[src/rtl/vga_pkg.sv]
`default_nettype none
// ============================================================================
// Module  : vga_pkg
// Purpose : Shared VGA 640x480@60 timing constants, derived totals and the
//           per-axis phase encoding.
// Revision: 1.0 - initial release
// ============================================================================
package vga_pkg;

  // Counter and output widths
  localparam int CNT_W = 10;
  localparam int COL_W = 10;
  localparam int ROW_W = 9;

  // Horizontal timing, in pixel clocks
  localparam int C_H_ACTIVE = 640;
  localparam int C_H_FP     = 16;
  localparam int C_H_SYNC   = 96;
  localparam int C_H_BP     = 48;
  localparam int C_H_TOTAL  = C_H_ACTIVE + C_H_FP + C_H_SYNC + C_H_BP;

  // Vertical timing, in lines
  localparam int C_V_ACTIVE = 480;
  localparam int C_V_FP     = 10;
  localparam int C_V_SYNC   = 2;
  localparam int C_V_BP     = 33;
  localparam int C_V_TOTAL  = C_V_ACTIVE + C_V_FP + C_V_SYNC + C_V_BP;

  // Region an axis counter currently sits in
  typedef enum logic [1:0] {
    ACTIVE = 2'd0,
    FRONT  = 2'd1,
    SYNC   = 2'd2,
    BACK   = 2'd3
  } phase_t;

endpackage
`default_nettype wire

[src/rtl/vga_axis_timer.sv]
`default_nettype none
// ============================================================================
// Module  : vga_axis_timer
// Purpose : One timing axis: a wrapping counter plus a phase tracker that
//           always names the region the counter is in.
// Revision: 1.0 - initial release
// ============================================================================
module vga_axis_timer
  import vga_pkg::*;
#(
  parameter int ACTIVE_LEN = C_H_ACTIVE,
  parameter int FP_LEN     = C_H_FP,
  parameter int SYNC_LEN   = C_H_SYNC,
  parameter int BP_LEN     = C_H_BP
) (
  input  logic             clk,
  input  logic             reset,
  input  logic             enable,
  output logic [CNT_W-1:0] cnt,
  output phase_t           phase,
  output logic             wrap
);

  localparam int TOTAL = ACTIVE_LEN + FP_LEN + SYNC_LEN + BP_LEN;

  // Last count value of each region; the phase moves on when leaving it
  localparam logic [CNT_W-1:0] LAST_ACTIVE = CNT_W'(ACTIVE_LEN - 1);
  localparam logic [CNT_W-1:0] LAST_FRONT  = CNT_W'(ACTIVE_LEN + FP_LEN - 1);
  localparam logic [CNT_W-1:0] LAST_SYNC   = CNT_W'(ACTIVE_LEN + FP_LEN + SYNC_LEN - 1);
  localparam logic [CNT_W-1:0] LAST_TOTAL  = CNT_W'(TOTAL - 1);

  phase_t phase_nxt;

  // Wrap fires on the enabled step out of the final count
  assign wrap = enable && (cnt == LAST_TOTAL);

  // Phase that matches the count value after the next enabled step
  always_comb begin
    phase_nxt = phase;
    if (cnt == LAST_ACTIVE) begin
      phase_nxt = FRONT;
    end else if (cnt == LAST_FRONT) begin
      phase_nxt = SYNC;
    end else if (cnt == LAST_SYNC) begin
      phase_nxt = BACK;
    end else if (cnt == LAST_TOTAL) begin
      phase_nxt = ACTIVE;
    end
  end

  // Counter and phase advance together so they can never disagree
  always_ff @(posedge clk or posedge reset) begin
    if (reset) begin
      cnt   <= '0;
      phase <= ACTIVE;
    end else if (enable) begin
      cnt   <= wrap ? '0 : cnt + 1'b1;
      phase <= phase_nxt;
    end
  end

endmodule
`default_nettype wire

[src/rtl/vga_timing_gen.sv]
`default_nettype none
// ============================================================================
// Module  : vga_timing_gen
// Purpose : VGA sync/blank generator. Two axis timers (pixel and line) feed a
//           single output register stage, so every output lags the counters
//           by one clock.
// Revision: 1.0 - initial release
// ============================================================================
module vga_timing_gen
  import vga_pkg::*;
#(
  parameter int H_ACTIVE = C_H_ACTIVE,
  parameter int H_FP     = C_H_FP,
  parameter int H_SYNC   = C_H_SYNC,
  parameter int H_BP     = C_H_BP,
  parameter int V_ACTIVE = C_V_ACTIVE,
  parameter int V_FP     = C_V_FP,
  parameter int V_SYNC   = C_V_SYNC,
  parameter int V_BP     = C_V_BP
) (
  input  logic             clk,
  input  logic             reset,
  output logic             h_sync,
  output logic             v_sync,
  output logic             disp_ena,
  output logic [COL_W-1:0] col,
  output logic [ROW_W-1:0] row,
  output logic             n_blank,
  output logic             n_sync,
  output logic             frame_start
);

  logic [CNT_W-1:0] h_cnt;
  logic [CNT_W-1:0] v_cnt;
  phase_t           h_phase;
  phase_t           v_phase;
  logic             h_wrap;
  logic             v_wrap;
  logic             disp_nxt;
  logic             sof_pending;

  // Pixel axis steps every clock
  vga_axis_timer #(
    .ACTIVE_LEN (H_ACTIVE),
    .FP_LEN     (H_FP),
    .SYNC_LEN   (H_SYNC),
    .BP_LEN     (H_BP)
  ) u_h_timer (
    .clk    (clk),
    .reset  (reset),
    .enable (1'b1),
    .cnt    (h_cnt),
    .phase  (h_phase),
    .wrap   (h_wrap)
  );

  // Line axis steps once per line, on the pixel wrap
  vga_axis_timer #(
    .ACTIVE_LEN (V_ACTIVE),
    .FP_LEN     (V_FP),
    .SYNC_LEN   (V_SYNC),
    .BP_LEN     (V_BP)
  ) u_v_timer (
    .clk    (clk),
    .reset  (reset),
    .enable (h_wrap),
    .cnt    (v_cnt),
    .phase  (v_phase),
    .wrap   (v_wrap)
  );

  assign disp_nxt = (h_phase == ACTIVE) && (v_phase == ACTIVE);

  // DAC blank follows the display enable; composite sync is not used
  assign n_blank = disp_ena;
  assign n_sync  = 1'b0;

  // Output stage; sof_pending is set whenever the counters are at (0,0),
  // i.e. straight out of reset and right after the frame wrap
  always_ff @(posedge clk or posedge reset) begin
    if (reset) begin
      h_sync      <= 1'b1;
      v_sync      <= 1'b1;
      disp_ena    <= 1'b0;
      col         <= '0;
      row         <= '0;
      frame_start <= 1'b0;
      sof_pending <= 1'b1;
    end else begin
      h_sync      <= (h_phase != SYNC);
      v_sync      <= (v_phase != SYNC);
      disp_ena    <= disp_nxt;
      col         <= disp_nxt ? COL_W'(h_cnt) : '0;
      row         <= disp_nxt ? ROW_W'(v_cnt) : '0;
      frame_start <= sof_pending;
      sof_pending <= v_wrap;
    end
  end

endmodule
`default_nettype wire

[config.mk]
export PLATFORM = sky130hd
export DESIGN_NAME = vga_timing_gen
export DESIGN_NICKNAME = d
export VERILOG_FILES = /design/src/rtl/vga_pkg.sv /design/src/rtl/vga_axis_timer.sv /design/src/rtl/vga_timing_gen.sv
export SDC_FILE = /design/constraint.sdc
export NUM_CORES = 1
export LEC_CHECK = 0
export ABC_AREA = 1
export CAP_MARGIN = 20
export CORE_ASPECT_RATIO = 0.8
export CORE_MARGIN = 1.5
export CORE_UTILIZATION = 58
export CTS_CLUSTER_SIZE = 14
export DETAILED_ROUTE_END_ITERATION = 8
export PLACE_DENSITY = 0.83
export SKIP_LAST_GASP = 1
export SLEW_MARGIN = 20
export SYNTH_ARGS = -nofsm -noshare
export SYNTH_HDL_FRONTEND = slang
export SYNTH_SLANG_ARGS = --single-unit
[constraint.sdc]
create_clock -name clk -period 3.36 [get_ports clk]
set_input_delay 0.504 -clock clk [delete_from_list [all_inputs] [get_ports clk]]
set_output_delay 0.504 -clock clk [all_outputs]
set_load 0.1 [all_outputs]
==> summary.md <==
| Metric | Value |
|---|---|
| Status | `complete, no violations` |
| Place WS | `1.25 ns` |
| Num Clock Sinks | `48` |
| Worst vdd ir | `0.261 mV` |
| Max-cap viol count | `0` |
| Synth top area share | `52.8%` |
| Detail Route Antenna Nets | `0` |
| Clock Latency Late Sink | `0.31 ns` |
| PortBufs | `25` |
| Final core utilization | `73.1%` |
| Via count | `1626` |
| Critical path peak fanout | `1` |
| Max Fclk | `0.410 GHz` |
| Synth Flop Type | `dfrtp_1` |
| Reg2Reg Setup Slack | `1.51 ns` |
| Hold Crit Class | `flip-flop to flip-flop` |
| Detailed Routing Iterations Pass 1 | `4` |
| Crit-path leading delay family | `buffers and inverters` |
| CTS tree | `built` |
| Worst hold start | `sof_pending$_DFF_PP1_` |
| Yosys reg bits | `48` |
| Die X | `70.8 um` |
| Worst Hold End | `frame_start$_DFF_PP0_` |
| Nets | `276` |
| Hold_buf cts | `0` |
| Vias in the first global route | `1423` |
| Resized Gates After CTS | `0` |
| Kind of critical path | `flip-flop to primary output` |
| Post-route cell area | `2540 um2` |
| FILL cells | `265` |
| Arrival time at the worst endpoint | `1.94 ns` |
| Post-synth EDFFs | `0` |
| Buffers & Inverters on Critical Path | `1` |
| Syn Nets | `249` |
| Reg2reg start | `u_h_timer.cnt[0]$_DFF_PP0_` |
| Detail-routed via count per cell | `5.19` |
| Post-Route WL | `3.96 mm` |
| Tcrit/Tclk final | `72.6%` |
| Worst Reg-to-Reg Cells | `8` |
| Most common cell in the synthesized netlist | `dfrtp_1` |
| Placed Area | `2400 um2` |
| Die area | `4050 um2` |
| Sum Neg Setup Slack | `0 ns` |
| Startpoint Class | `flip-flop` |
| Clock buffer depth | `2` |
| Async SR Flop Fraction | `100%` |
| Final Slew Violations | `0` |
| H-tree depth | `2` |
| Hold Vio Cnt, Final | `0` |
| GP Congestion | `0.911` |
| Initial antenna violation count | `0` |
| Fin crit period | `2.44 ns` |
| GRT Util Overall | `21.1%` |
| Syn Area/Cell | `8.77 um2` |
| Layout cell share with drive strength beyond 1 | `7.01%` |
| Starting density of the core | `61.4%` |
| Inserted Clock Buffers | `5` |
| Synth Warn # | `0` |
| Largest net degree at the start of global routing | `49` |
| Sequential area share after synthesis | `56.5%` |
| Slew headroom | `35.4%` |
| Worst-margin pin slew | `0.966 ns` |
| Clock Tree Root | `clkbuf_8` |
| Drt wl/cell | `12.6 um` |
| Post-CTS Setup Inserts | `0` |
| Crit path launch | `v_sync$_DFF_PP1_` |
| Post-route setup slack | `0.921 ns` |
| Overflow after GRT | `0` |
| CP endpoint kind | `primary output` |
| Req. time, crit path | `2.86 ns` |
| Hold Crit Depth | `0` |
| Core footprint | `3470 um2` |
| Die H | `57.2 um` |
| Biggest cell delay along the critical path | `1.11 ns` |
| # diodes | `0` |
| Detailed Place HPWL | `2.63 mm` |
| Final Setup Violations | `0` |
| Drt drc | `0` |
| Synth cell count leaders | `dfrtp_1 (45), nand2_1 (42), nor2_1 (41)` |
| CP Cell Sequence | `clkdlybuf4s50_1` |
| Row Count | `19` |
| Leakage Power | `1.24 nW` |
| CP max stage cell | `clkdlybuf4s50_1` |
| # IOs | `27` |
| Reg2reg end | `u_v_timer.phase[0]$_DFFE_PP0P_` |
| Area growth syn-to-layout | `19.0%` |
| Post-Syn Area | `2130 um2` |
| Power density cells | `407 nW/um2` |
| Max Clock Skew | `0.0133 ns` |
| Clk pin slew, worst setup/hold paths | `0.08 ns` |
| Unrepaired setup endpoints after global routing | `no` |
| DRT iter0 DRCs | `102` |
| Synth area leader | `dfrtp_1` |
| Netlist cell types | `29` |
| First-pass GRT wire length | `6.51 mm` |
| Cells after Synth | `243` |
| Synth area leaders | `dfrtp_1 (53%), nand2_1 (7.4%), nor2_1 (7.2%), inv_1 (6.7%), nand3_1 (4.5%)` |
## flip-flops by register name, summed over array words and instances, names as in the netlist, 2 cells and up
signal	cells
col	10
u_v_timer.phase	2
row	9
u_h_timer.phase	2
u_v_timer.cnt	10
u_h_timer.cnt	10
## cell type report
type / instances / area [um2] / share of cell area (%)
Timing Repair Buffer: 26 / 270 / 10.7
Clock buffer: 6 / 82.6 / 3.25
Sequential cell: 48 / 1200 / 47.5
Clock inverter: 2 / 38.8 / 1.53
Inverter: 40 / 150 / 5.92
Tap cell: 42 / 52.6 / 2.07
Multi-Input combinational cell: 149 / 738 / 29.1
## power breakdown
part | switching, W | total (W) | internal (W)
clock | 0.000192 | 0.000435 | 0.000243
sequential | 0 | 0.000577 | 0.000577
combinational | 0.0000158 | 0.0000192 | 0.00000344
total | 0.000208 | 0.00103 | 0.000824
## how the worst max path moves through the flow
stage                          to  slack [ns]  cells after the start
after floorplan           n_blank        1.53                      1
after global placement     h_sync        1.25                      1
after detailed placement   h_sync        1.25                      1
after CTS                  v_sync        0.91                      1
after global routing       h_sync        0.89                      1
final                      v_sync        0.92                      1
## placed cells by master (no fill, tap or decap), types with 2 or more instances in the layout
master,instances
nand4_1,8
o21ai_1,2
o21ai_0,10
clkbuf_8,6
inv_1,37
ha_1,4
clkdlybuf4s50_1,25
inv_2,3
xor2_1,4
dfstp_2,3
nor3_1,5
a21oi_1,4
dfrtp_1,45
nor2_1,41
nand2_1,42
nand3_1,19
## metal layers
layer	GRT usage [%]	wire (um)	vias up	share of wire, %
met5	0	0	-	0
met4	10.8	83	0	2.1
met3	4.42	149	7	3.8
met2	31.5	1780	37	45
met1	29.6	1940	775	49
li1	-	-	807	-
## through the flow
stage,hold WS [ns],std cells,power [W]
2_1_floorplan,0.379,243,0.000603
3_3_place_gp,0.379,304,0.000606
3_5_place_dp,0.383,304,0.000606
4_1_cts,0.395,312,0.00104
5_1_grt,0.397,313,0.00106
6_report,0.394,313,0.00103
## cell families after synthesis
group                    Yosys count  synth area share (%)
buffers and inverters             46                  8.86
adder cells (fa/ha/maj)            4                  2.35
flip-flops                        48                  56.5
XOR/XNOR                           4                  1.64
other                              1                 0.176
AND/OR/NAND/NOR                  121                  25.6
AO/OA/AOI/OAI                     19                  4.81
Power figures use the tool's default switching activity.
